### src/rtl/debounce_scheduler.sv
// debounce_scheduler: time-shared button debouncer with round-robin press-event arbiter
//   clk_10mhz    : single clock, rising edge
//   rst          : synchronous active-high reset
//   btn_raw      : asynchronous raw button levels
//   btn_clean    : debounced levels
//   btn_edge     : one-cycle pulse per 0->1 debounced transition
//   event_valid  : press event offered downstream
//   event_id     : channel of the offered event
//   event_ready  : downstream accepts the event
//   lost_event   : sticky, a press was dropped while its channel was still pending
module debounce_scheduler #(
  parameter int N_BTN        = 4,
  parameter int COUNTER_BITS = 4
) (
  input  logic                     clk_10mhz,
  input  logic                     rst,
  input  logic [N_BTN-1:0]         btn_raw,
  output logic [N_BTN-1:0]         btn_clean,
  output logic [N_BTN-1:0]         btn_edge,
  output logic                     event_valid,
  output logic [$clog2(N_BTN)-1:0] event_id,
  input  logic                     event_ready,
  output logic                     lost_event
);
  localparam int IW = $clog2(N_BTN);
  localparam logic [COUNTER_BITS-1:0] CMAX = '1;
  localparam logic [IW-1:0] LAST_CH = IW'(N_BTN - 1);
  typedef enum logic {IDLE, OFFER} state_t;
  state_t state_q, state_d;
  logic [N_BTN-1:0] meta_q, sync_q;
  logic [N_BTN-1:0] clean_q, clean_d, edge_q, edge_d, pending_q, pending_d, grant_mask;
  logic [COUNTER_BITS-1:0] cnt_q [N_BTN];
  logic [COUNTER_BITS-1:0] cnt_d [N_BTN];
  logic [IW-1:0] ptr_q, ptr_d, last_q, last_d, id_q, id_d, pick, cand;
  logic lost_q, lost_d, found, grant;
  function automatic logic [IW-1:0] nxt(input logic [IW-1:0] x);
    return (x == LAST_CH) ? '0 : x + 1'b1;
  endfunction
  always_ff @(posedge clk_10mhz) begin
    if (rst) begin
      meta_q    <= '0;
      sync_q    <= '0;
      cnt_q     <= '{default: '0};
      clean_q   <= '0;
      edge_q    <= '0;
      pending_q <= '0;
      lost_q    <= 1'b0;
      ptr_q     <= '0;
      last_q    <= LAST_CH;
      id_q      <= '0;
      state_q   <= IDLE;
    end else begin
      meta_q    <= btn_raw;
      sync_q    <= meta_q;
      cnt_q     <= cnt_d;
      clean_q   <= clean_d;
      edge_q    <= edge_d;
      pending_q <= pending_d;
      lost_q    <= lost_d;
      ptr_q     <= ptr_d;
      last_q    <= last_d;
      id_q      <= id_d;
      state_q   <= state_d;
    end
  end
  // Round-robin search starting just after the last accepted channel.
  always_comb begin
    found = 1'b0;
    pick  = '0;
    cand  = nxt(last_q);
    for (int i = 0; i < N_BTN; i++) begin
      if (!found && pending_q[cand]) begin
        found = 1'b1;
        pick  = cand;
      end
      cand = nxt(cand);
    end
  end
  assign grant      = (state_q == IDLE) && found;
  assign grant_mask = grant ? (N_BTN'(1) << pick) : '0;
  // Debounce engine services only channel ptr_q this cycle; a rise is judged
  // against the pre-clear pending bit so a press on the channel being granted is dropped.
  always_comb begin
    ptr_d     = nxt(ptr_q);
    cnt_d     = cnt_q;
    clean_d   = clean_q;
    edge_d    = '0;
    pending_d = pending_q & ~grant_mask;
    lost_d    = lost_q;
    if (sync_q[ptr_q] == clean_q[ptr_q])
      cnt_d[ptr_q] = '0;
    else if (cnt_q[ptr_q] != CMAX)
      cnt_d[ptr_q] = cnt_q[ptr_q] + 1'b1;
    else begin
      cnt_d[ptr_q]   = '0;
      clean_d[ptr_q] = sync_q[ptr_q];
      if (sync_q[ptr_q]) begin
        edge_d[ptr_q] = 1'b1;
        if (pending_q[ptr_q])
          lost_d = 1'b1;
        else
          pending_d[ptr_q] = 1'b1;
      end
    end
  end
  always_comb begin
    state_d = state_q;
    id_d    = id_q;
    last_d  = last_q;
    if (grant) begin
      state_d = OFFER;
      id_d    = pick;
    end else if (state_q == OFFER && event_ready) begin
      state_d = IDLE;
      last_d  = id_q;
    end
  end
  always_comb begin
    event_valid = (state_q == OFFER);
    event_id    = id_q;
    btn_clean   = clean_q;
    btn_edge    = edge_q;
    lost_event  = lost_q;
  end
endmodule

### config.mk
export PLATFORM = sky130hd
export DESIGN_NAME = debounce_scheduler
export DESIGN_NICKNAME = d
export VERILOG_FILES = /design/src/rtl/debounce_scheduler.sv
export SDC_FILE = /design/constraint.sdc
export NUM_CORES = 1
export LEC_CHECK = 0
export ABC_AREA = 1
export ABC_CLOCK_PERIOD_IN_PS = 1950
export BUFFER_PORTS_ARGS = -buffer_cell sky130_fd_sc_hd__buf_4
export CORE_ASPECT_RATIO = 2
export CORE_MARGIN = 1.5
export CORE_UTILIZATION = 58
export DETAILED_ROUTE_END_ITERATION = 12
export MAX_ROUTING_LAYER = met4
export PLACE_DENSITY = 0.87
export SLEW_MARGIN = 20
export SYNTH_ARGS = -nofsm -noshare
export SYNTH_HDL_FRONTEND = slang
export SYNTH_SLANG_ARGS = --single-unit
### constraint.sdc
create_clock -name clk_10mhz -period 1.95 [get_ports clk_10mhz]
set_clock_uncertainty 0.05 [all_clocks]
set_input_delay 0.2925 -clock clk_10mhz [delete_from_list [all_inputs] [get_ports clk_10mhz]]
set_output_delay 0.2925 -clock clk_10mhz [all_outputs]
set_load 0.005 [all_outputs]
==> metrics, run 1 <==
Startpoint Class flip-flop; final wirelength ~5800 microns; Placeable Area between 3000 and 4000 sq um; die width between 40 and 50 microns; fin nets between 300 and 400; Remaining DRCs 0; Reg2Reg Depth 10; Sink Count between 40 and 50; hold violation count in the final report 0; height of the die around 90 microns; IO Port Bufs 18; critical path type reg -> reg; Max-slew headroom 69.6%; routability cong. roughly 1.1; Primary FF master, synth dfxtp_1; Post-Synthesis Cells 310; Remaining Overflow, GRT 0; Yosys top cell by area dfxtp_1; Tmin final approximately 1.9 ns; CTS max path bufs 2; count of cell types in the netlist 29; Static Leak about 0.0013 uW; metal3 WL between 150 and 200 microns; drt initial violations 64; CTS Buf Count 5; Slew @ Worst Pin 0.454 ns; Antenna Cells 0; reg2reg start ptr_q[0]; WP data arrival about 2.1 ns; hold depth 3; CTS tree built; Starting Density between 60% and 70%; top-count cell post-synth nand2_1; Filler cells about 280; CTS HTree Levels 2; Max Freq between 500 and 600 MHz; VDD IR max 0.675 mV; run status completed; number of enable flip-flop cells after synthesis 0; Final Max Slew Viols 0; Synth top area share slightly above 40%; Non-Filler Instances about 400; WL met2 3230 microns; fin util between 70 and 80%; Post-synth top cells nand2_1, dfxtp_1, inv_1, nand3_1, nor2_1; Wirelength per Cell around 15 microns; worst hold slack about 0.15 ns; Reg2Reg Setup Slack roughly 0.056 ns; Syn-to-layout area delta 22.1%; period utilisation layout between 90% and 100%; Hold Startpoint btn_raw[0]; die area ~4200 sq um; WL met1 2070 microns; syn nets about 320; I/O pin cnt 19; vias in the first global route between 2000 and 2500; clk_lat worst skew ~0.3 ns; end of the worst hold path meta_q[0]; vias per std cell roughly 5.6; via count approximately 2200; Root Driver clkbuf_8; CP Capture Type flip-flop; final setup violation count 0; initial antenna violation count 0; asr flop ratio synth 0%; clk slew on worst S/H paths around 0.080 ns; CP Data Required Time 2.15 ns; Max-cap violations 0; dominant cells by area after synthesis dfxtp_1, nand2_1, nand3_1; Placed Instances between 300 and 400; post-DP HPWL 4250 microns; Seq/Total Area, Yosys between 40% and 50%; GRT Util Overall a little under a third; Mapped Area between 2000 and 2500 sq um; Yosys warnings 0; Power Dens Cells a little over 900 nW/um^2; global-route wire length before repair 9190 microns; router iterations before antenna repair 6; synthesized area per cell slightly above 7 sq um; hold_buf cts 0; number of core rows 31; fraction of layout cells with a size suffix above 1 approximately a quarter; largest net degree at the start of global routing 19; worst r2r dst pending_q[2]; HP Class in -> reg; Routed Antenna Nets 0; FF+latch count, synth 44; crit path max fanout 6; top routing layer in use met4
[critical path: stages (launching register included)]
cell     delay (ns)
dfxtp_4        0.38
buf_6          0.11
o21ai_1        0.06
o22ai_1        0.25
ha_2           0.25
nand2_4        0.08
nor2_4         0.16
nand2_4        0.10
nor3_4         0.25
nand2_1        0.09
nand2_1        0.07
[area by class of cell]
cell class	count	area, sq um	share of cell area [%]
clock buffers	7	96.3	3.62
inverters	39	151	5.68
multi-input cells	220	1180	44.4
flip-flops and latches	44	888	33.3
well taps	49	61.3	2.30
repair buffers	37	283	10.6
[per-stage QoR]
stage | TNS (ns) | total power [uW] | worst slack, ns | area [sq um]
3_3_place_gp | -0.0349 | 1740 | -0.0349 | 2440
4_1_cts | 0 | 2390 | 0.0151 | 2560
2_1_floorplan | 0 | 1540 | 0.149 | 2180
6_report | 0 | 2490 | 0.0563 | 2660
5_1_grt | -0.214 | 2630 | -0.0691 | 2660
3_5_place_dp | -0.108 | 1760 | -0.108 | 2440
[worst max-delay path by stage]
stage,startpoint,to,depth (start not counted)
finish,ptr_q[0],pending_q[2],10
global placement,last_q[1],pending_q[2],12
global route,ptr_q[1],pending_q[2],10
floorplan,ptr_q[0],btn_clean[3],9
CTS,last_q[0],pending_q[2],8
detailed placement,last_q[0],pending_q[2],12
[cells by family (layout without fill, tap and decap cells)]
kind of cell,count (synthesis),after routing,synth area share [%]
adder cells (fa/ha/maj),6,6,3.44
XOR/XNOR,1,1,0.746
flip-flops,44,44,40.4
buffers and inverters,46,83,8.60
AND/OR/NAND/NOR,166,166,34.2
AO/OA/AOI/OAI,47,47,12.6
[where the power goes]
group / internal, uW / leakage, uW / switching (uW)
registers: 972 / 0.000359 / 58.9
clock network: 315 / 0.0000503 / 291
logic: 320 / 0.000860 / 532
[layout by cell type, fill, tap and decap left out, drive strengths merged, types with 3 or more instances in the layout]
master	count
a21oi	12
buf	37
clkbuf	7
dfxtp	44
ha	6
inv	39
nand2	89
nand3	33
nand4	5
nor2	34
nor3	4
o21ai	24
o22ai	3
o31ai	4
[layer usage]
layer  global-route usage (%)  vias up
li1                         -     1088
met1                     28.9     1022
met2                     50.9       80
met3                     7.43       32
met4                     21.0        0
met5                        -        -
[sequential cells by signal, indices dropped and copies added, names as in the netlist]
signal,flops
cnt_q,16
btn_clean,4
btn_edge,4
meta_q,4
pending_q,4
sync_q,4
event_id,2
last_q,2
ptr_q,2
event_valid,1
lost_event,1
[repair_timing]
item / CTS / global route
setup endpoints to repair: 2 / 21
gates cloned: 0 / 1
gates resized for setup: 3 / 26
setup buffers: 0 / 4
pin swaps: 0 / 6
endpoints found under the hold margin: 0 / 0
(Power assumes the default switching activity.)
==> inputs of run 2 (changes only) <==
- ABC_CLOCK_PERIOD_IN_PS: 1950 -> 1900
- clock period: 1.95 -> 1.9 ns (I/O delays scaled with it)
==> metrics, run 2 (synthesis gave the netlist of run 1 again) <==
Clk pwr share 27.9% (was 24.3%); Tmin final 1.92 ns (was 1.89 ns); worst r2r dst btn_clean[0] (was pending_q[2]); CTS max path bufs 2 (unchanged); Max-cap violations 0 (unchanged); CP Capture Type flip-flop (unchanged); global-route wire length before repair 9270 microns (was 9190 microns); Internal Power 1820 uW (was 1610 uW); CP Data Required Time 2.11 ns (was 2.15 ns); HP Class in -> reg (unchanged); Routed Antenna Nets 0 (unchanged); Placeable Area 3610 sq um (unchanged); Comb power frac 34.1% (was 34.2%); Reg2Reg Setup Slack -0.02 ns (was 0.06 ns); Wirelength per Cell 15.7 microns (was 14.8 microns); Critical Path Max Stage Delay 0.40 ns (was 0.38 ns); fin nets 363 (was 360); Sw Pwr 983 uW (was 881 uW); GRT busiest layer met2 (unchanged); via count 2301 (was 2222); routability cong. 0.994 (was 1.09); RSZ-0062 raised after global routing true; hold depth 3 (unchanged); Remaining DRCs 0 (unchanged); met1 Use GR 26.8% (was 28.9%); hold violation count in the final report 0 (unchanged); Remaining Overflow, GRT 0 (unchanged); height of the die 89.7 microns (unchanged); most common cell after layout, fill and taps aside nand2_1 (unchanged); Power Dens Cells 1000 nW/um^2 (was 934 nW/um^2); Largest register FFs 16 (unchanged); number of core rows 31 (unchanged); vias per std cell 5.75 (was 5.61); clk slew on worst S/H paths 0.09 ns (was 0.08 ns); WP data arrival 2.12 ns (was 2.09 ns); die area 4160 sq um (unchanged); met2 Usage GRT 51.2% (was 50.9%); register share of total power 38.0% (was 41.4%); IO Port Bufs 18 (unchanged); initial antenna violation count 0 (unchanged); Sink Count 44 (unchanged); final wirelength 6290 microns (was 5850 microns); die width 46.4 microns (unchanged); most flop-heavy register cnt_q (unchanged); Slew @ Worst Pin 0.440 ns (was 0.454 ns); clk_lat worst skew 0.31 ns (was 0.30 ns); Filler cells 267 (was 283); Final Max Slew Viols 0 (unchanged); worst setup margin -0.0165 ns (was 0.0563 ns); post-DP HPWL 4210 microns (was 4250 microns); end of the worst hold path meta_q[2] (was meta_q[0]); Antenna Cells 0 (unchanged); hold_buf cts 0 (unchanged); reg2reg start ptr_q[0] (unchanged); Max-slew headroom 70.5% (was 69.6%); CTS Buf Count 5 (unchanged); Syn-to-layout area delta 28.4% (was 22.1%); Placement Cell Area 2460 sq um (was 2440 sq um); CTS HTree Levels 2 (unchanged); post-route cell area 2800 sq um (was 2660 sq um); Reg2Reg Depth 9 (was 10); most frequent cells in the layout nand2_1, dfxtp_1, buf_4 (unchanged); vias in the first global route 2168 (was 2119); fraction of layout cells with a size suffix above 1 26.8% (was 23.3%); failing checks negative setup slack; area of the multi-input gates 1250 sq um (was 1180 sq um); met3 usage 7.43% (unchanged); register area 888 sq um (unchanged); power after layout 2810 uW (was 2490 uW); period utilisation layout 101% (was 97.1%); crit path max fanout 8 (was 6); largest net degree at the start of global routing 19 (unchanged); slowest CP cell dfxtp_4 (unchanged); Startpoint Class flip-flop (unchanged); run status complete, but fails checks (was completed); Starting Density 60.5% (unchanged); Root Driver clkbuf_8 (unchanged); CTS tree built (unchanged); critical path type reg -> reg (unchanged); I/O pin cnt 19 (unchanged); VDD IR max 1.05 mV (was 0.675 mV); cell mode on critical path nand2_4; final setup violation count 1 (was 0); worst path cell trace buf_12 -> o21ai_0 -> o22ai_2 -> nand2_4 -> nor2_4 -> nand2_4 -> nor3_4 -> inv_1 -> nand2_1 (was buf_6 -> o21ai_1 -> o22ai_1 -> ha_2 -> nand2_4 -> nor2_4 -> nand2_4 -> nor3_4 -> nand2_1 -> nand2_1); Switching Fraction 35.0% (was 35.4%); GRT Util Overall 31.1% (was 30.9%); drt initial violations 104 (was 64); Max Freq 522 MHz (was 528 MHz); Static Leak 0.00132 uW (was 0.00127 uW); Hold Startpoint btn_raw[2] (was btn_raw[0]); router iterations before antenna repair 5 (was 6)
-- run 2: what timing repair did --
item                       4_1_cts  5_1_grt
buffers inserted                 0        7
pin swaps                        0       14
resized for setup                6       38
cloned                           0        0
setup endpoints to repair       25       27
-- run 2: power by group through the flow --
stage | Clock [uW] | Combinational (uW) | Sequential, uW
2_1_floorplan | 0 | 526 | 1060
3_3_place_gp | 0 | 741 | 1070
3_5_place_dp | 0 | 762 | 1070
4_1_cts | 780 | 803 | 1050
5_1_grt | 819 | 1050 | 1070
6_report | 785 | 956 | 1070
-- run 2: worst max path at each step --
stage                    from      endpoint  slack (ns)  cells past startpoint
global route         ptr_q[0]  pending_q[1]       -0.08                      9
global placement    last_q[1]  pending_q[2]       -0.08                     12
floorplan            ptr_q[0]  btn_clean[3]         0.1                      9
CTS                 last_q[0]  pending_q[2]        0.01                     11
finish               ptr_q[0]  btn_clean[0]       -0.02                      9
detailed placement  last_q[1]  pending_q[2]       -0.15                     12
-- run 2: worst max-delay path, delay by kind of cell, from the launching register on --
family	cells	cell delay, ns
compound gates	2	0.47
buf+inv	2	0.24
simple gates	5	0.72
flops	1	0.40
-- run 2: per-stage QoR --
step           hold WS, ns  setup TNS, ns  instances  utilization (%)  setup slack [ns]
2_1_floorplan        0.338              0        310                -            0.0987
3_3_place_gp         0.343        -0.0758        385             68.3           -0.0758
3_5_place_dp         0.343         -0.619        385             68.3            -0.145
4_1_cts              0.134              0        393             72.5            0.0117
5_1_grt              0.136         -0.415        400             77.7           -0.0784
6_report             0.124        -0.0165        400             77.7           -0.0165
-- run 2: layer usage --
metal / up-vias / wire length (microns)
met1: 1069 / 2180
met5: - / 0
met2: 106 / 3420
met4: 0 / 406
met3: 41 / 283
li1: 1085 / -
-- run 2: area by class of cell --
type                            instances  area share, %
Clock buffer                            7           3.44
Inverter                               39           5.67
Tap cell                               49           2.19
Clock inverter                          1           1.07
Multi-Input combinational cell        220           44.6
Sequential cell                        44           31.7
Timing Repair Buffer                   40           11.3
